--- src/rtl/vga_capture.sv ---
// VGA receive front end: samples sync/valid/RGB, rebuilds (x, y) for a frame-buffer write
// stream, measures active geometry per frame and tracks lock and overflow.
module vga_capture #(
    parameter int H_ACTIVE    = 640,
    parameter int V_ACTIVE    = 480,
    parameter int LOCK_FRAMES = 2
) (
    input  logic        pclk,
    input  logic        reset,
    input  logic        hsync,
    input  logic        vsync,
    input  logic        valid,
    input  logic [7:0]  vga_r,
    input  logic [7:0]  vga_g,
    input  logic [7:0]  vga_b,
    output logic        wr_en,
    output logic [9:0]  wr_x,
    output logic [9:0]  wr_y,
    output logic [23:0] wr_data,
    output logic        frame_done,
    output logic [9:0]  meas_width,
    output logic [9:0]  meas_height,
    output logic        locked,
    output logic        err_overflow,
    output logic        dbg_state
);

    typedef enum logic {S_IDLE = 1'b0, S_FRAME = 1'b1} state_t;

    localparam logic [9:0] H_ACT = 10'(H_ACTIVE);
    localparam logic [9:0] V_ACT = 10'(V_ACTIVE);
    localparam logic [3:0] LK    = 4'(LOCK_FRAMES);

    state_t      r_state;
    state_t      w_state_next;

    logic        r_hs_d1, r_vs_d1, r_va_d1;
    logic        r_hs_d2, r_vs_d2, r_va_d2;
    logic [23:0] r_rgb_d1;
    logic [9:0]  r_x_cnt, r_y_cnt;
    logic        r_frame_ovf;
    logic [3:0]  r_lock_cnt;

    logic        r_wr_en, r_frame_done, r_locked, r_err;
    logic [9:0]  r_wr_x, r_wr_y, r_meas_w, r_meas_h;
    logic [23:0] r_wr_data;

    logic        w_hs_fall, w_vs_fall, w_va_fall;
    logic        w_in_range, w_conform;
    logic [9:0]  w_x_inc, w_y_inc;
    logic [3:0]  w_lock_inc;

    assign w_hs_fall  = r_hs_d2 & ~r_hs_d1;
    assign w_vs_fall  = r_vs_d2 & ~r_vs_d1;
    assign w_va_fall  = r_va_d2 & ~r_va_d1;
    assign w_in_range = (r_x_cnt < H_ACT) && (r_y_cnt < V_ACT);
    assign w_x_inc    = (r_x_cnt == 10'h3FF) ? r_x_cnt : r_x_cnt + 10'd1;
    assign w_y_inc    = (r_y_cnt == 10'h3FF) ? r_y_cnt : r_y_cnt + 10'd1;
    // Conformance is judged on the frame that the current vsync fall closes.
    assign w_conform  = (r_meas_w == H_ACT) && (r_y_cnt == V_ACT) && !r_frame_ovf;
    assign w_lock_inc = (r_lock_cnt >= LK) ? LK : r_lock_cnt + 4'd1;

    always_ff @(posedge pclk or negedge reset) begin
        if (!reset) r_state <= S_IDLE;
        else        r_state <= w_state_next;
    end

    always_comb begin
        w_state_next = r_state;
        if (r_state == S_IDLE && w_vs_fall) w_state_next = S_FRAME;
    end

    always_ff @(posedge pclk or negedge reset) begin
        if (!reset) begin
            // Syncs idle high so release never looks like a falling edge.
            r_hs_d1      <= 1'b1;
            r_vs_d1      <= 1'b1;
            r_hs_d2      <= 1'b1;
            r_vs_d2      <= 1'b1;
            r_va_d1      <= 1'b0;
            r_va_d2      <= 1'b0;
            r_rgb_d1     <= '0;
            r_x_cnt      <= '0;
            r_y_cnt      <= '0;
            r_frame_ovf  <= 1'b0;
            r_lock_cnt   <= '0;
            r_wr_en      <= 1'b0;
            r_wr_x       <= '0;
            r_wr_y       <= '0;
            r_wr_data    <= '0;
            r_frame_done <= 1'b0;
            r_meas_w     <= '0;
            r_meas_h     <= '0;
            r_locked     <= 1'b0;
            r_err        <= 1'b0;
        end else begin
            r_hs_d1      <= hsync;
            r_vs_d1      <= vsync;
            r_va_d1      <= valid;
            r_rgb_d1     <= {vga_r, vga_g, vga_b};
            r_hs_d2      <= r_hs_d1;
            r_vs_d2      <= r_vs_d1;
            r_va_d2      <= r_va_d1;
            r_wr_en      <= 1'b0;
            r_frame_done <= 1'b0;
            if (r_state == S_IDLE) begin
                if (w_vs_fall) begin
                    r_x_cnt <= '0;
                    r_y_cnt <= '0;
                end
            end else begin
                if (r_va_d1) begin
                    r_wr_x    <= r_x_cnt;
                    r_wr_y    <= r_y_cnt;
                    r_wr_data <= r_rgb_d1;
                    r_x_cnt   <= w_x_inc;
                    if (w_in_range) begin
                        r_wr_en <= 1'b1;
                    end else begin
                        r_err       <= 1'b1;
                        r_frame_ovf <= 1'b1;
                    end
                end
                if (w_va_fall) begin
                    r_meas_w <= r_x_cnt;
                    r_y_cnt  <= w_y_inc;
                end
                // Later assignments take priority over the capture/valid-fall updates above.
                if (w_hs_fall) r_x_cnt <= '0;
                if (w_vs_fall) begin
                    r_y_cnt     <= '0;
                    r_frame_ovf <= 1'b0;
                    if (r_y_cnt != 10'd0) begin
                        r_frame_done <= 1'b1;
                        r_meas_h     <= r_y_cnt;
                        if (w_conform) begin
                            r_lock_cnt <= w_lock_inc;
                            r_locked   <= (w_lock_inc == LK);
                        end else begin
                            r_lock_cnt <= '0;
                            r_locked   <= 1'b0;
                        end
                    end
                end
            end
        end
    end

    assign wr_en        = r_wr_en;
    assign wr_x         = r_wr_x;
    assign wr_y         = r_wr_y;
    assign wr_data      = r_wr_data;
    assign frame_done   = r_frame_done;
    assign meas_width   = r_meas_w;
    assign meas_height  = r_meas_h;
    assign locked       = r_locked;
    assign err_overflow = r_err;
    assign dbg_state    = r_state;

endmodule

--- config.mk ---
export PLATFORM = sky130hd
export DESIGN_NAME = vga_capture
export DESIGN_NICKNAME = d
export VERILOG_FILES = /design/src/rtl/vga_capture.sv
export SDC_FILE = /design/constraint.sdc
export NUM_CORES = 1
export LEC_CHECK = 0
export ABC_AREA = 1
export CORE_MARGIN = 1.5
export CORE_UTILIZATION = 50
export DETAILED_ROUTE_END_ITERATION = 16
export GPL_TIMING_DRIVEN = 0
export PLACE_DENSITY = 0.78
export SLEW_MARGIN = 10
export SYNTH_ARGS = -nofsm -noshare
export SYNTH_HDL_FRONTEND = slang
export SYNTH_SLANG_ARGS = --single-unit
--- constraint.sdc ---
create_clock -name pclk -period 3.15 [get_ports pclk]
set_clock_uncertainty 0.05 [all_clocks]
set_input_delay 0.945 -clock pclk [delete_from_list [all_inputs] [get_ports pclk]]
set_output_delay 0.945 -clock pclk [all_outputs]
set_load 0.005 [all_outputs]
==> impl_metrics.tcl <==
set metrics [dict create \
    finalPower_uw 4260 \
    utilization_pct 69.3 \
    post-route-period-util_pct 78.5 \
    grt_util_met2_pct 38.9 \
    met3_usage_pct 5.76 \
    worstSetupEndpointType "output pin" \
    layout_common_cells "182 x nand2_1, 120 x dfrtp_1, 96 x clkdlybuf4s50_1" \
    insertedDiodeCount 0 \
    grt_start_max_net_pins 88 \
    yosys_warnings 0 \
    layout_commonest_cell "nand2_1" \
    cp_slowest_cell "clkdlybuf4s50_1" \
    dp_hpwl_um 7910 \
    ys_types 29 \
    hold_violations 0 \
    fmax_mhz 405 \
    post_cts_resized 0 \
    cts_root_buf "clkbuf_8" \
    cap_violations 0 \
    path_max_fanout 4 \
    syn-mean-instance-area_sq_um 9.42 \
    power.leakage_uw 0.00313 \
    gp_congestion 0.820 \
    dp_cells 758 \
    netlist_area_sq_um 4970 \
    die_h_um 103 \
    path_cells "clkdlybuf4s50_1" \
    portBuffers 97 \
    drc 0 \
    cp_num_buf_inv 1 \
    dieWidth_um 103 \
    outcome "finished clean" \
    cts.sinks 124 \
    synth-seq-cells 124 \
    cts_hold_buf 0 \
    grt_most_used_layer "met2" \
    start_kind "flip-flop" \
    rsz0062_at_grt "false" \
    arrival_ns 1.48 \
    clk_latency_ns 0.52 \
    grt_usage_pct 23.5 \
    dieArea_sq_um 10500 \
    drive_gt1_share_pct 11.0 \
    drt_iter0_markers 208 \
    antenna_found_initial 0 \
    drv_slew 0 \
    syn-num-nets 561 \
    crit_type "reg -> out" \
    core_sq_um 9680 \
    finalWirelength_um 11400 \
    htreeDepth 4 \
    synth_seq_area_share_pct 62.6 \
    cts_buffers 17 \
    syn_inst 527 \
    postCtsSetupBuffers 0 \
    rows 36 \
    gr-total-overflow 0 \
    period_needed_ns 2.47 \
    wl_per_cell_um 14.5 \
    clk_pin_slew_worst_paths_ns 0.06 \
    via_per_inst 5.02 \
    crit_family "buffers and inverters" \
    hold_path.class "in -> async" \
    layoutNonFillerInstCount 790 \
    vias 3968 \
    grt_pass1_vias 3828 \
    clk_path_buf_depth 2 \
    finalSetupTns_ns 0 \
    start_util_pct 51.3 \
    final_antenna_net_count 0 \
    slew_headroom_pct 68.5 \
    grt_first_pass_wirelength_um 18500 \
    max_stage_delay_ns 0.53 \
    cp_data_required_time_ns 2.15 \
    firstDrtPassIters 5 \
    finalSetupViolations 0 \
    cts_tree "yes" \
    power.density_nw_per_um2 634 \
    peakVddDrop_uv 353 \
    nets 678 \
    synthToLayoutAreaGrowth_pct 35.1 \
    boundaryPins 98 \
    worstMarginPinSlew_ns 0.471 \
    grt.met1_usage_pct 29.6 \
]
==> power breakdown <==
group          switching, uW  total (uW)  internal, uW
combinational            260         538           277
clock                    753        1900          1140
sequential              93.5        1820          1730
total                   1110        4260          3150
==> logic make-up (layout without fill, tap and decap cells) <==
group                      count (synthesis)  count (layout)  synth area share [%]
DFF                                      124             124                  62.6
xor gates and xnor gates                   6               6                  1.06
and+or+nand+nor                          270             270                  22.3
adders and majority gates                  5               5                  1.26
AOI/OAI and AO/OA                         63              63                  7.31
buffers and inverters                     59             189                  5.49
==> cell usage after synthesis (all sizes together) <==
cell,number,area [sq um]
clkbuf,5,18.8
dfrtp,120,3000
nand3,29,150
nand3b,1,7.51
or2,1,6.26
a21oi,2,10.0
o211ai,1,7.51
o21ai,60,345
inv,41,154
nand2,187,724
nor3b,1,7.51
dfstp,4,105
xor2,6,52.6
clkinv,1,3.75
nor3,6,30.0
ha,5,62.6
buf,12,96.3
nand4,3,18.8
nor2,42,163
==> metal layers <==
| layer | part of all wire (%) | vias up |
|---|---|---|
| li1 | - | 1906 |
| met1 | 42 | 1929 |
| met2 | 52 | 109 |
| met3 | 4.2 | 24 |
| met4 | 2.1 | 0 |
| met5 | 0 | - |
==> per-stage QoR <==
step / hold slack, ns / setup slack (ns) / instance area, sq um
floorplan: 0.304 / 1.74 / 4970
global placement: 0.306 / -3.51 / 6100
detailed placement: 0.308 / 1.23 / 6130
CTS: 0.269 / 0.677 / 6710
global route: 0.287 / 0.629 / 6710
finish: 0.270 / 0.678 / 6710
==> state kept, by name, indices dropped and copies added (netlist names), 4 cells and up <==
name,flops
meas_height,10
r_y_cnt,10
r_lock_cnt,4
r_rgb_d1,24
meas_width,10
wr_data,24
r_x_cnt,10
wr_y,10
wr_x,10
==> final timing paths <==
kind,start,end,slack [ns],cells past startpoint
max,meas_width[9]$_DFFE_PN0P_,meas_width[9],0.68,1
min,reset,meas_height[7]$_DFFE_PN0P_,0.27,1
max reg2reg,dbg_state$_DFFE_PN0P_,wr_data[12]$_DFFE_PN0P_,1.47,5
min reg2reg,r_hs_d1$_DFF_PN1_,r_hs_d2$_DFF_PN1_,0.32,0
max in group asynchronous,reset,r_vs_d2$_DFF_PN1_,2.00,2
min in group pclk,r_hs_d1$_DFF_PN1_,r_hs_d2$_DFF_PN1_,0.32,0
==> final cells by class <==
type | count | area (sq um)
Fill cell | 732 | 2980
Timing Repair Buffer | 98 | 1000
Inverter | 42 | 158
Clock inverter | 14 | 158
Clock buffer | 18 | 418
Multi-Input combinational cell | 344 | 1590
Sequential cell | 124 | 3110
Buffer | 17 | 115
Tap cell | 133 | 166
No activity file was read; power rests on OpenSTA's default activity.
